$ cat src/rtl/interrupt_ack_sequencer_pkg.sv
// -----------------------------------------------------------------------------
// interrupt_ack_sequencer_pkg
// Shared definitions for the 8259-style interrupt acknowledge sequencer:
// FSM state encoding, IR line count, the spurious id and the one-hot to id
// encoder used both when latching the acknowledged line and when setting isr.
// No ports (package).
// -----------------------------------------------------------------------------
package interrupt_ack_sequencer_pkg;

    localparam int NUM_IRQ = 8;

    // Plain vector encoding keeps the state register legacy-compatible.
    typedef logic [2:0] stateT;
    localparam stateT IDLE = 3'd0;
    localparam stateT REQ  = 3'd1;
    localparam stateT ACK1 = 3'd2;
    localparam stateT GAP  = 3'd3;
    localparam stateT ACK2 = 3'd4;

    // An acknowledge with no pending request reports the lowest-priority line.
    localparam logic [2:0] SPURIOUS_ID = 3'd7;

    // Encodes a one-hot request into its line number; returns 0 for all-zero.
    function automatic logic [2:0] encodeId(input logic [NUM_IRQ-1:0] vec);
        logic [2:0] id;
        id = 3'd0;
        for (int i = 0; i < NUM_IRQ; i++) begin
            if (vec[i]) id = i[2:0];
        end
        return id;
    endfunction

endpackage

$ cat src/rtl/interrupt_ack_sequencer_isr_register.sv
// -----------------------------------------------------------------------------
// isr_register
// In-service register. A bit is set when its line is acknowledged and cleared
// by a specific EOI, a non-specific EOI (lowest set bit) or an automatic EOI.
// Ports:
//   clk, rst_n            clock, asynchronous active-low reset
//   setValid, setId       set isr[setId] this cycle
//   eoiValid              one-cycle EOI command strobe
//   eoiSpecific, eoiLevel specific EOI clears isr[eoiLevel]; else lowest set bit
//   aeoiClear, aeoiId     automatic EOI clears isr[aeoiId]
//   isr                   in-service register
// -----------------------------------------------------------------------------
module isr_register
    import interrupt_ack_sequencer_pkg::*;
(
    input  logic               clk,
    input  logic               rst_n,
    input  logic               setValid,
    input  logic [2:0]         setId,
    input  logic               eoiValid,
    input  logic               eoiSpecific,
    input  logic [2:0]         eoiLevel,
    input  logic               aeoiClear,
    input  logic [2:0]         aeoiId,
    output logic [NUM_IRQ-1:0] isr
);

    logic [NUM_IRQ-1:0] setMask;
    logic [NUM_IRQ-1:0] eoiMask;
    logic [NUM_IRQ-1:0] clearMask;

    always_comb begin
        // NOTE: every output of this block gets a default first so no path leaves it unassigned (no latch).
        setMask = '0;
        eoiMask = '0;
        if (setValid) setMask = 8'd1 << setId;
        if (eoiValid) begin
            // isr & -isr isolates the lowest set bit, i.e. the highest-priority level in service.
            eoiMask = eoiSpecific ? (8'd1 << eoiLevel) : (isr & (~isr + 8'd1));
        end
        clearMask = eoiMask | (aeoiClear ? (8'd1 << aeoiId) : 8'd0);
    end

    // Clear is applied before set, so a bit set and cleared together stays set.
    always_ff @(posedge clk or negedge rst_n) begin
        if (!rst_n) begin
            isr <= '0;
        end else begin
            // NOTE: sequential state uses non-blocking assignment so every flop samples pre-edge values.
            isr <= (isr & ~clearMask) | setMask;
        end
    end

endmodule

$ cat src/rtl/interrupt_ack_sequencer.sv
// -----------------------------------------------------------------------------
// interrupt_ack_sequencer
// Runs the two-pulse INTA handshake: raises INT for a pending request, latches
// and acknowledges the winning line on the first INTA, drives the vector byte
// on the second INTA, and optionally performs automatic EOI.
// Ports:
//   clk, rst_n        clock, asynchronous active-low reset
//   interruptVector   one-hot winning request (all-zero = none)
//   inta_n            CPU acknowledge strobe, active low, synchronous to clk
//   vectorBase        ICW2 T7..T3
//   aeoiMode          automatic EOI enable
//   eoiValid, eoiSpecific, eoiLevel   OCW2 EOI command
//   intOut            INT to the CPU
//   isr               in-service register
//   irqAck            one-cycle one-hot clear pulse to the IRR
//   dataOut, dataOutEn  vector byte and data-bus drive enable
// -----------------------------------------------------------------------------
module interrupt_ack_sequencer
    import interrupt_ack_sequencer_pkg::*;
#(
    parameter int NUM_IRQ = interrupt_ack_sequencer_pkg::NUM_IRQ
) (
    input  logic               clk,
    input  logic               rst_n,
    input  logic [NUM_IRQ-1:0] interruptVector,
    input  logic               inta_n,
    input  logic [4:0]         vectorBase,
    input  logic               aeoiMode,
    input  logic               eoiValid,
    input  logic               eoiSpecific,
    input  logic [2:0]         eoiLevel,
    output logic               intOut,
    output logic [NUM_IRQ-1:0] isr,
    output logic [NUM_IRQ-1:0] irqAck,
    output logic [7:0]         dataOut,
    output logic               dataOutEn
);

    stateT       state;
    stateT       nextState;
    logic        intaPrev;
    logic        intaFall;
    logic        intaRise;
    logic        ackStrobe;
    logic        setValid;
    logic        aeoiClear;
    logic        anyRequest;
    logic [2:0]  latchedId;
    logic [4:0]  latchedBase;
    logic        latchedSpurious;

    assign anyRequest = |interruptVector;
    assign intaFall   = intaPrev & ~inta_n;
    assign intaRise   = ~intaPrev & inta_n;

    // First INTA fall while requesting; a real line is only acknowledged if one is pending.
    assign ackStrobe  = (state == REQ) && intaFall;
    assign setValid   = ackStrobe && anyRequest;
    assign aeoiClear  = (state == ACK2) && intaRise && aeoiMode && !latchedSpurious;

    always_comb begin
        nextState = state;
        case (state)
            IDLE: if (anyRequest) nextState = REQ;
            REQ: begin
                // The fall takes priority so a request withdrawn at the fall becomes spurious.
                if (intaFall)         nextState = ACK1;
                else if (!anyRequest) nextState = IDLE;
            end
            ACK1:    if (intaRise) nextState = GAP;
            GAP:     if (intaFall) nextState = ACK2;
            ACK2:    if (intaRise) nextState = IDLE;
            default: nextState = IDLE;
        endcase
    end

    always_ff @(posedge clk or negedge rst_n) begin
        if (!rst_n) begin
            state           <= IDLE;
            intaPrev        <= 1'b1;
            irqAck          <= '0;
            // NOTE: the latched id/base are reset too, so a sequence abandoned by reset leaves no stale vector behind.
            latchedId       <= 3'd0;
            latchedBase     <= 5'd0;
            latchedSpurious <= 1'b0;
        end else begin
            state    <= nextState;
            intaPrev <= inta_n;
            irqAck   <= setValid ? interruptVector : '0;
            // Id and base are frozen here and held until the next acknowledge.
            if (ackStrobe) begin
                latchedId       <= anyRequest ? encodeId(interruptVector) : SPURIOUS_ID;
                latchedBase     <= vectorBase;
                latchedSpurious <= !anyRequest;
            end
        end
    end

    isr_register uIsrRegister (
        .clk         (clk),
        .rst_n       (rst_n),
        .setValid    (setValid),
        .setId       (encodeId(interruptVector)),
        .eoiValid    (eoiValid),
        .eoiSpecific (eoiSpecific),
        .eoiLevel    (eoiLevel),
        .aeoiClear   (aeoiClear),
        .aeoiId      (latchedId),
        .isr         (isr)
    );

    // Outputs decode straight from the state register; the bus enable follows inta_n with no added cycle.
    assign intOut    = (state == REQ);
    assign dataOutEn = (state == ACK2) && !inta_n;
    assign dataOut   = (state == ACK2) ? {latchedBase, latchedId} : 8'h00;

endmodule

$ cat config.mk
export PLATFORM = sky130hd
export DESIGN_NAME = interrupt_ack_sequencer
export DESIGN_NICKNAME = d
export VERILOG_FILES = /design/src/rtl/interrupt_ack_sequencer_pkg.sv /design/src/rtl/interrupt_ack_sequencer_isr_register.sv /design/src/rtl/interrupt_ack_sequencer.sv
export SDC_FILE = /design/constraint.sdc
export NUM_CORES = 1
export LEC_CHECK = 0
export CAP_MARGIN = 10
export CORE_MARGIN = 10
export CORE_UTILIZATION = 49
export DETAILED_ROUTE_END_ITERATION = 10
export PLACE_DENSITY = 0.95
export SYNTH_ARGS = -nofsm -noshare
export SYNTH_HDL_FRONTEND = slang
export SYNTH_HIERARCHICAL = 1
export SYNTH_SLANG_ARGS = --single-unit
$ cat constraint.sdc
create_clock -name clk -period 4.85 [get_ports clk]
set_input_delay 1.455 -clock clk [delete_from_list [all_inputs] [get_ports clk]]
set_output_delay 1.455 -clock clk [all_outputs]
set_load 0.005 [all_outputs]
# --- After elaboration in Yosys (flattened, before gate mapping) ---
# Cells that the tools add are included.
# Widths: inputs -> output; s select.
op_classes:
  add_sub_neg: 1
  n_shift: 3
  n_mux: 21
  reduce_logical: 12
  n_eq_ne: 9
  bitwise_logic: 10
ops:
  columns: ["operator", "n"]
  rows:
  - ["$mux 8", 6]
  - ["$mux 3", 13]
  - ["$shl 1x3->8 const A", 3]
  - ["$and 8x8->8", 2]
  - ["$not 8->8", 2]
  - ["$or 8x8->8", 2]
  - ["$pmux 3 s5", 1]
  - ["$add 8x1->8 const B", 1]
  - ["$ne 2x2->1 const B", 4]
  - ["$reduce_or 8->1", 1]
  - ["$eq 3x2->1 const B", 2]
  - ["$logic_and 1x1->1", 6]
  - ["$reduce_and 5->1", 1]
  - ["$eq 3x1->1 const B", 1]
  - ["$eq 3x3->1 const B", 1]
  - ["$logic_not 1->1", 3]
  - ["$logic_not 3->1", 1]
  - ["$ne 3x3->1 const B", 1]
  - ["$and 1x1->1", 2]
  - ["$not 1->1", 2]
  - ["$mux 1", 1]
word_totals:
  word_cells: 63
  ff_bits: 29
  output_inout_bits: 26
  input_bits: 22

# --- Logic depth before layout (Yosys ltp) ---
# Gate-level depths: netlist of the first run.
depth:
  depth_word: 10
  depth_mapped: 7
  ltp_nobuf: 7

# --- Modules after synthesis ---
# The synthesis of the first run kept the hierarchy.
modules_own_cells:
  columns: ["mod", "area_per_inst_um2", "n_inst", "cells_per_inst", "seq_area_each_um2"]
  rows:
  - ["interrupt_ack_sequencer", 937.1, 1, 81, 526.8]
  - ["isr_register", 545.5, 1, 56, 200.2]

# --- Worst setup path after synthesis of the first run ---
# Ideal clock, no wire load.
synth_path:
  kind: "input -> output"
  from: "in inta_n"
  to: "out dataOutEn"
  setup_slack_ns: 1.834
  cell_stages: 1
  required_ns: 3.395
  t_arrival_ns: 1.561
  n_path_buf: 0
  path_cell_list: "nor2_1"
synth_via:
  elab_chain_cells: 2
synth_rtl:
  columns: ["item", "line", "text"]
  rows:
  - ["start: declaration", "interrupt_ack_sequencer.sv:26", "input logic inta_n,"]
  - ["$logic_not 1->1", "interrupt_ack_sequencer.sv:114", "assign dataOutEn = (state == ACK2) && !inta_n;"]
  - ["$logic_and 1x1->1", "interrupt_ack_sequencer.sv:114", null]
  - ["end: declaration", "interrupt_ack_sequencer.sv:36", "output logic dataOutEn"]
# Every way passes these cells.

# --- Worst setup path after layout of the first run ---
# Ends and elaborated chain as after synthesis.

==> summary.txt, run 1 <==
Run status
  – Status: completed

Synthesis
  – Share of the synthesized area in the top cell type: 47.3%
  – Top cells by area, synth: dfrtp_1 47%, mux2_2 4.6%, and3_1 3.8%, o32ai_1 3.0%, nor2_1 2.8%
  – Sequential share of the synthesized area: 49.0%
  – Syn_nets: 159
  – Most instantiated library cell after synthesis: dfrtp_1
  – Syn avg cell area: ~11 um2
  – Yosys top cell by area: dfrtp_1
  – Post-Syn Area: about 0.0015 mm2
  – Most frequent cells after synthesis: 28 x dfrtp_1, 11 x nor2_1, 9 x and3_1
  – Yosys reg bits: 29
  – Ys flop type: dfrtp_1
  – Post-synth ARST share: 100%
  – Syn Inst Count: 137
  – Post-synth EDFFs: 0
  – Yosys cell types: 39
  – Yosys warns: 6

Finish
  – Fill count: 212
  – Register Area: between 700 and 800 um2
  – Final layout net count: roughly 210
  – Area growth, synth to finish: 36.4%
  – Inserted Diodes: 0
  – Layout cell share with drive strength beyond 1: 11.6%
  – Multi-input logic area: 699 um2
  – Fin area: about 0.0020 mm2

Pwr
  – Static Leak: between 0.8 and 0.9 nW
  – Pwr Total: 0.702 mW
  – Worst vdd ir: approximately 0.32 mV
  – Pwr Density: 347 mW/mm2

GRT
  – Tot GR Track Use: between 10% and 20%
  – GR Overflow Total: 0
  – Vias in the first global route: 1416
  – Largest net degree at the start of global routing: 19
  – First-pass GRT wire length: ~6.9 mm
  – Initial antenna violation count: 0

Clock tree
  – Hold_buf cts: 0
  – Clock tree sinks: 29
  – CTS tree: built
  – Clock-pin slew on the worst setup and hold paths: approximately 0.080 ns
  – TritonCTS buffer count: 5
  – Worst-Skew Late Latency: 0.33 ns
  – CTS root buffer: clkbuf_4
  – Htree depth: 2
  – CTS max path bufs: 2
  – CTS resizes: 0
  – Post-CTS Setup Bufs: 0

Placement
  – Area post-placement: 0.00197 mm2
  – Placer Congestion: between 0.7 and 0.8
  – Hpwl dp: approximately 3.3 mm
  – Port Buffer Count: 47

Worst setup path
  – Worst r2r src: intaPrev
  – Arrival @ worst endpoint: 2.56 ns
  – CP endpoint kind: output port
  – Launch point of the critical path: inta_n
  – CP Class: in -> out
  – Startpoint types: input pin
  – CP required: 3.39 ns
  – Crit path max fanout: 4

Timing
  – Setup Skew: 0.00666 ns
  – Worst-Margin Slew: 0.828 ns
  – Final setup vio count: 0
  – Unrepaired setup endpoints after global routing: no
  – Setup TNS: 0 ns
  – Final period util: around 83%
  – Final Hold Viols: 0
  – Slew HR: 44.3%
  – Final Critical Period: 4.02 ns
  – Fmax: 249 MHz
  – Pins Over Slew Limit: 0

Die
  – Initial Utilization: 52.4%
  – IO Count: 48
  – # rows: 19
  – DIE AREA: roughly 0.0056 mm2
  – Die span in y: 75.0 um
  – Core Footprint: ~0.0028 mm2
  – Die Wd: 75.0 um

Route
  – DRC errors left: 0
  – Drt pass-1 iters: 4
  – DRT antenna net count: 0
  – Routed WL per cell: 18.7 um
  – Vias: approximately 1.3k
  – Vias per std cell: 6.05
  – Starting DRT DRC Count: 48
  – WL final: 4.13 mm

Run
  – Max-cap violations: 0

Hold path
  – HP Class: reg -> reg
  – HP Start: latchedBase[1]
through the flow:
stage / setup slack, ns / hold WS, ns / std cells / util, %
after floorplan: 1.83 / 0.473 / 137 / -
after global placement: 0.877 / 0.481 / 213 / 69.7
after detailed placement: 0.830 / 0.492 / 213 / 69.7
after CTS: 0.836 / 0.511 / 221 / 71.5
after global routing: 0.770 / 0.530 / 221 / 71.5
final: 0.831 / 0.506 / 221 / 71.5
cell usage in the layout (no fill, tap or decap), types with 2 or more instances in the layout:
cell type         n
nand2_1           5
o21ai_0           2
nor2_1           11
nand4b_1          2
o32ai_1           5
and2_1            6
a32o_1            2
nor3_1            2
nor4b_2           2
dfrtp_1          28
a21oi_1           5
inv_1             8
o31ai_1           3
or4_4             2
clkbuf_4          5
nand2b_1          4
o21ai_1           3
and3_1            9
nor4bb_1          2
clkbuf_1          3
clkdlybuf4s50_1  47
nand3_1           2
mux2_2            6
o221ai_1          4
nor2b_1           2
o31a_1            2
nor4_1            4
final timing paths:
| kind | to | slack (ns) | cells past startpoint |
|---|---|---|---|
| setup / recovery | dataOutEn | 0.83 | 3 |
| hold / removal | latchedBase[1] | 0.51 | 1 |
| setup reg to reg | uIsrRegister/isr[1] | 2.77 | 7 |
| hold reg to reg | latchedBase[1] | 0.51 | 1 |
| max in group asynchronous | latchedBase[0] | 2.64 | 2 |
| min in group asynchronous | irqAck[3] | 1.56 | 1 |
report_power, final:
part           switching [mW]  leakage, nW  total [mW]  internal (mW)
registers              0.0528        0.370       0.350          0.297
clock network          0.0813       0.0265       0.139         0.0577
logic                  0.0946        0.454       0.214          0.119
critical path: stages:
cell             delay, ns
clkdlybuf4s50_1       0.45
nor2_1                0.14
clkdlybuf4s50_1       0.52
area by class of cell:
type	instances	area share, %
sequential	29	36.0
multi-input combinational	97	34.6
timing repair buffer	48	23.6
clock buffer	8	2.41
tap	31	1.92
inverter	8	1.49
sequential cells by signal, summed over array words and instances (netlist names):
signal,count
irqAck,8
latchedSpurious,1
latchedId,3
latchedBase,5
uIsrRegister/isr,8
state,3
intaPrev,1
cell families after synthesis:
group / synth area share (%)
mux: 4.56
buf+inv: 3.80
xor+xnor: 0.591
compound gates: 15.0
flops: 49.0
simple gates: 27.0
routing by layer:
| layer | vias to the layer above | wire, um | global-route usage [%] | share of wire [%] |
|---|---|---|---|---|
| met2 | 46 | 2060 | 26.2 | 50 |
| met4 | 0 | 110 | 7.14 | 2.7 |
| met3 | 11 | 296 | 5.65 | 7.2 |
| met5 | - | 0 | 0 | 0 |
| li1 | 622 | - | - | - |
| met1 | 657 | 1660 | 17.6 | 40 |
Power figures use the tool's default switching activity.
==> inputs of run 2 (changes only) <==
CORE_UTILIZATION = 41   (was 49)
PLACE_DENSITY = 0.86   (was 0.95)
clock period = 3.3 ns   (was 4.85 ns; I/O delays follow)
==> run 2 against run 1 <==
Against the previous run: sequential cell count unchanged; global-route usage decreased by 2.5 points; sequential power increased by 48%; register-to-register slack got worse by 1.4 ns; clock skew increased by 0.0038 ns; first-iteration DRC count increased to 2.8 times the previous value; design area increased by 3.1%; routed wire length decreased by 0.56%; critical path type unchanged; highest routed layer unchanged.
==> summary.txt, run 2 (synthesis results as in run 1) <==
Finish
  – Final Non-Filler Cells: 239
  – Area growth, synth to finish: 40.6%
  – Layout cell share with drive strength beyond 1: 14.5%
  – Fill count: between 200 and 300
  – Inserted Diodes: 0
  – Top Registers: irqAck x8, uIsrRegister/isr x8, latchedBase x5
  – Commonest non-fill, non-tap cell in the layout: clkdlybuf4s50_1
  – Commonest cells after routing, fill and taps aside: 47 x clkdlybuf4s50_1, 28 x dfrtp_1, 11 x nor2_1
  – Fin area: 0.00208 mm2
  – Final layout net count: ~210

Clock tree
  – Worst-Skew Late Latency: 0.33 ns
  – CTS resizes: 0
  – CTS max path bufs: 2
  – Hold_buf cts: 0
  – CTS tree: built
  – Clock-pin slew on the worst setup and hold paths: 0.09 ns
  – TritonCTS buffer count: 5
  – Post-CTS Setup Bufs: 0
  – CTS root buffer: clkbuf_4
  – Clock tree sinks: 29
  – Htree depth: 2

Placement
  – Port Buffer Count: between 40 and 50
  – Area post-placement: 0.00201 mm2
  – Placed cells: 231
  – Hpwl dp: 3.22 mm
  – Placer Congestion: 0.801

Worst setup path
  – Critical path's most frequent cell: clkdlybuf4s50_1
  – Slowest stage delay, CP: approximately 0.51 ns
  – CP endpoint kind: output port
  – CP Class: in -> out
  – Crit-path slowest cell: clkdlybuf4s50_1
  – CP required: 2.31 ns
  – CP Cell Sequence: clkdlybuf4s50_1 > nor2_1 > clkdlybuf4s50_1
  – Arrival @ worst endpoint: just over 2 ns
  – Crit path max fanout: 4
  – Worst R2R Setup Slack: 1.41 ns
  – Startpoint types: input pin

Timing
  – Unrepaired setup endpoints after global routing: no
  – Final Hold Viols: 0
  – Final period util: between 90 and 100%
  – Setup TNS: 0 ns
  – Slew HR: 67.3%
  – Worst-Margin Slew: 0.486 ns
  – Fmax: 328 MHz
  – Final Critical Period: 3.05 ns
  – Setup Skew: 0.0105 ns
  – Pins Over Slew Limit: 0
  – Final setup vio count: 0

Pwr
  – Pint: 0.739 mW
  – Combinational power share: 29.5%
  – Static Leak: 0.880 nW
  – Pwr Density: roughly 520 mW/mm2
  – Worst vdd ir: 0.343 mV
  – Psw: 0.344 mW
  – Sw Ratio: 31.7%
  – Clock power share: 22.6%
  – Reg power frac: 47.8%

Route
  – DRC errors left: 0
  – Starting DRT DRC Count: 132
  – Vias: 1332
  – Drt pass-1 iters: 4
  – Vias per std cell: 5.57
  – WL final: 4.11 mm
  – DRT antenna net count: 0
  – Routed WL per cell: 17.2 um

Hold path
  – HP Class: reg -> reg

Die
  – IO Count: 48
  – # rows: 21
  – DIE AREA: 0.00642 mm2
  – Die span in y: 80.1 um
  – Core Footprint: 0.00342 mm2
  – Initial Utilization: between 40% and 50%
  – Die Wd: ~80 um

GRT
  – GR Overflow Total: 0
  – Largest net degree at the start of global routing: 30
  – Vias in the first global route: 1410
  – Initial antenna violation count: 0
  – Tot GR Track Use: 13.2%
  – First-pass GRT wire length: 6.78 mm

Run status
  – Status: completed

Run
  – Max-cap violations: 0
run 2: cell count changes in the layout (fill, tap and decap cells not counted), sizes merged:
cell    delta
buf        +3
clkinv     +1
clkbuf     -1
run 2: through the flow:
step | power (mW) | utilization [%] | hold WS, ns | worst slack [ns]
6_report | 1.08 | 61.0 | 0.506 | 0.247
5_1_grt | 1.15 | 61.0 | 0.539 | 0.165
4_1_cts | 1.10 | 61.0 | 0.510 | 0.236
3_5_place_dp | 0.847 | 59.0 | 0.489 | 0.246
3_3_place_gp | 0.824 | 59.0 | 0.482 | 0.257
2_1_floorplan | 0.680 | - | 0.473 | 0.946
run 2: worst paths after layout:
check	startpoint	end	depth (start not counted)
setup / recovery	inta_n	dataOutEn	3
hold / removal	latchedBase[4]	latchedBase[4]	1
setup reg to reg	state[2]	uIsrRegister/isr[2]	6
hold reg to reg	latchedBase[4]	latchedBase[4]	1
max in group asynchronous	rst_n	intaPrev	2
min in group asynchronous	rst_n	irqAck[0]	2
run 2: critical path: cells and delay by family:
kind	cells	cell delay, ns
AND/OR/NAND/NOR	1	0.12
buffers and inverters	2	0.95
run 2: final cells by class:
cell class                      count  area, um2  share of cell area [%]
Clock buffer                        7       65.1                    3.12
Clock inverter                      1       5.00                   0.240
Inverter                            8       30.0                    1.44
Multi-Input combinational cell     97        699                    33.6
Sequential cell                    29        727                    34.9
Tap cell                           46       57.6                    2.76
Timing Repair Buffer               51        500                    24.0
run 2: metal layers:
metal,track usage (%),up-vias,wire (um)
met1,14.4,631,1640
met3,6.46,8,431
met2,21.7,62,1970
li1,-,631,-
met5,0,-,0
met4,4.75,0,65
run 2: power groups by stage:
stage	logic [mW]	registers (mW)	clock network (mW)
6_report	0.320	0.518	0.245
4_1_cts	0.323	0.517	0.254
3_3_place_gp	0.307	0.517	0
2_1_floorplan	0.181	0.499	0
5_1_grt	0.353	0.531	0.271
3_5_place_dp	0.322	0.525	0
==> inputs of run 3 (changes only) <==
PLACE_DENSITY = 0.76   (was 0.86)
==> run 3 against run 2 <==
Against the previous run: critical path depth unchanged; maximum frequency down 0.58%; worst setup slack worse by 0.018 ns; core utilization up 0.66 points; clock power up 25%; count of clock-buffer cells in the layout unchanged; register-to-register slack better by 0.03 ns; largest cell class unchanged; non-clock buffer count up 1; design area up 1.1%; global-route usage down 0.31 points; via count up 2.6%; die area unchanged.
==> summary.txt, run 3 (synthesis results as in run 1) <==
Timing
  – Setup TNS: 0 ns
  – Worst-Margin Slew: 0.475 ns
  – Final Hold Viols: 0
  – Setup Skew: 0.0115 ns
  – Final Critical Period: 3.07 ns
  – Final period util: slightly above 90%
  – Final setup vio count: 0
  – Min Hold Slack: 0.507 ns
  – Pins Over Slew Limit: 0
  – Slew HR: 68.3%
  – Unrepaired setup endpoints after global routing: no
  – Fmax: 326 MHz

GRT
  – Largest net degree at the start of global routing: 30
  – Vias in the first global route: 1450
  – First-pass GRT wire length: 6.65 mm
  – Tot GR Track Use: 12.9%
  – GR Overflow Total: 0
  – Initial antenna violation count: 0

Placement
  – Hpwl dp: 3.08 mm
  – Placer Congestion: 0.865
  – Port Buffer Count: 47

Die
  – Initial Utilization: 43.4%
  – DIE AREA: between 0.006 and 0.007 mm2
  – Die span in y: ~80 um
  – IO Count: 48
  – Core Footprint: 0.00342 mm2
  – Die Wd: 80.1 um
  – # rows: 21

Pwr
  – Pwr Density: 542 mW/mm2
  – Worst vdd ir: 0.394 mV
  – Pwr Total: around 1.1 mW
  – Static Leak: roughly 0.89 nW

Worst setup path
  – Arrival @ worst endpoint: 2.08 ns
  – CP required: 2.31 ns
  – CP endpoint kind: output port
  – CP Class: in -> out
  – Crit path max fanout: 4
  – Startpoint types: input pin

Route
  – DRT antenna net count: 0
  – WL final: 4.06 mm
  – Starting DRT DRC Count: 107
  – Drt pass-1 iters: 4
  – Vias per std cell: 5.69
  – DRC errors left: 0
  – Vias: 1366
  – Routed WL per cell: 16.9 um

Clock tree
  – Hold_buf cts: 0
  – TritonCTS buffer count: 5
  – Clock-pin slew on the worst setup and hold paths: ~0.080 ns
  – CTS root buffer: clkbuf_4
  – Worst-Skew Late Latency: 0.33 ns
  – Htree depth: 2
  – CTS tree: built
  – Clock tree sinks: 29
  – Post-CTS Setup Bufs: 0
  – CTS max path bufs: 2
  – CTS resizes: 0

Finish
  – Inserted Diodes: 0
  – Layout cell share with drive strength beyond 1: 14.4%
  – Commonest non-fill, non-tap cell in the layout: clkdlybuf4s50_1
  – Commonest cells after routing, fill and taps aside: 47 x clkdlybuf4s50_1, 28 x dfrtp_1, 11 x nor2_1
  – Final layout net count: 215
  – Area growth, synth to finish: 42.1%
  – Top Registers: irqAck x8, uIsrRegister/isr x8, latchedBase x5
  – Utilization after layout: roughly three fifths

Hold path
  – HP Class: reg -> reg

Run
  – Max-cap violations: 0

Run status
  – Status: completed
[run 3: cell count changes in the layout (fill, tap and decap cells not counted)]
cell	before	now
clkbuf_8	2	1
bufinv_16	0	1
clkinv_2	1	0
clkbuf_1	0	1
buf_4	4	5
[run 3: routing by layer]
metal / vias to the layer above / part of all wire (%) / GRT usage [%]
li1: 630 / - / -
met2: 61 / 46 / 20.7
met1: 657 / 39 / 13.1
met4: 0 / 3.4 / 6.16
met5: - / 0 / 0
met3: 18 / 11 / 7.68
[run 3: layout make-up]
cell class / count / area, um2
Inverter: 8 / 30.0
Tap cell: 46 / 57.6
Fill cell: 299 / 1310
Multi-Input combinational cell: 97 / 699
Sequential cell: 29 / 727
Timing Repair Buffer: 52 / 508
Clock inverter: 1 / 30.0
Clock buffer: 7 / 55.1
[run 3: worst paths after layout]
path                                start                   to  slack [ns]  cells past startpoint
min in group asynchronous           rst_n       latchedBase[3]        1.03                      2
setup reg to reg                 state[2]  uIsrRegister/isr[0]        1.44                      6
hold reg to reg            latchedBase[4]       latchedBase[4]        0.51                      1
hold / removal             latchedBase[4]       latchedBase[4]        0.51                      1
setup / recovery                   inta_n            dataOutEn        0.23                      3
max in group asynchronous           rst_n             intaPrev        1.96                      2
[run 3: per-stage QoR]
stage	instances	area [um2]	setup WS (ns)
final	240	2110	0.230
after global routing	240	2110	0.158
after CTS	240	2110	0.210
after detailed placement	232	2020	0.205
after global placement	232	2020	0.258
after floorplan	137	1480	0.946
[run 3: worst max-delay path: stages]
cell and delay [ns]:
clkdlybuf4s50_1 0.45, nor2_1 0.12, clkdlybuf4s50_1 0.51
[run 3: report_power, final]
group          leakage [nW]  switching, mW  internal [mW]  total (mW)
combinational         0.474          0.139          0.183       0.321
sequential            0.370         0.0781          0.436       0.514
clock                0.0455          0.125          0.181       0.306
total                 0.889          0.342          0.800        1.14
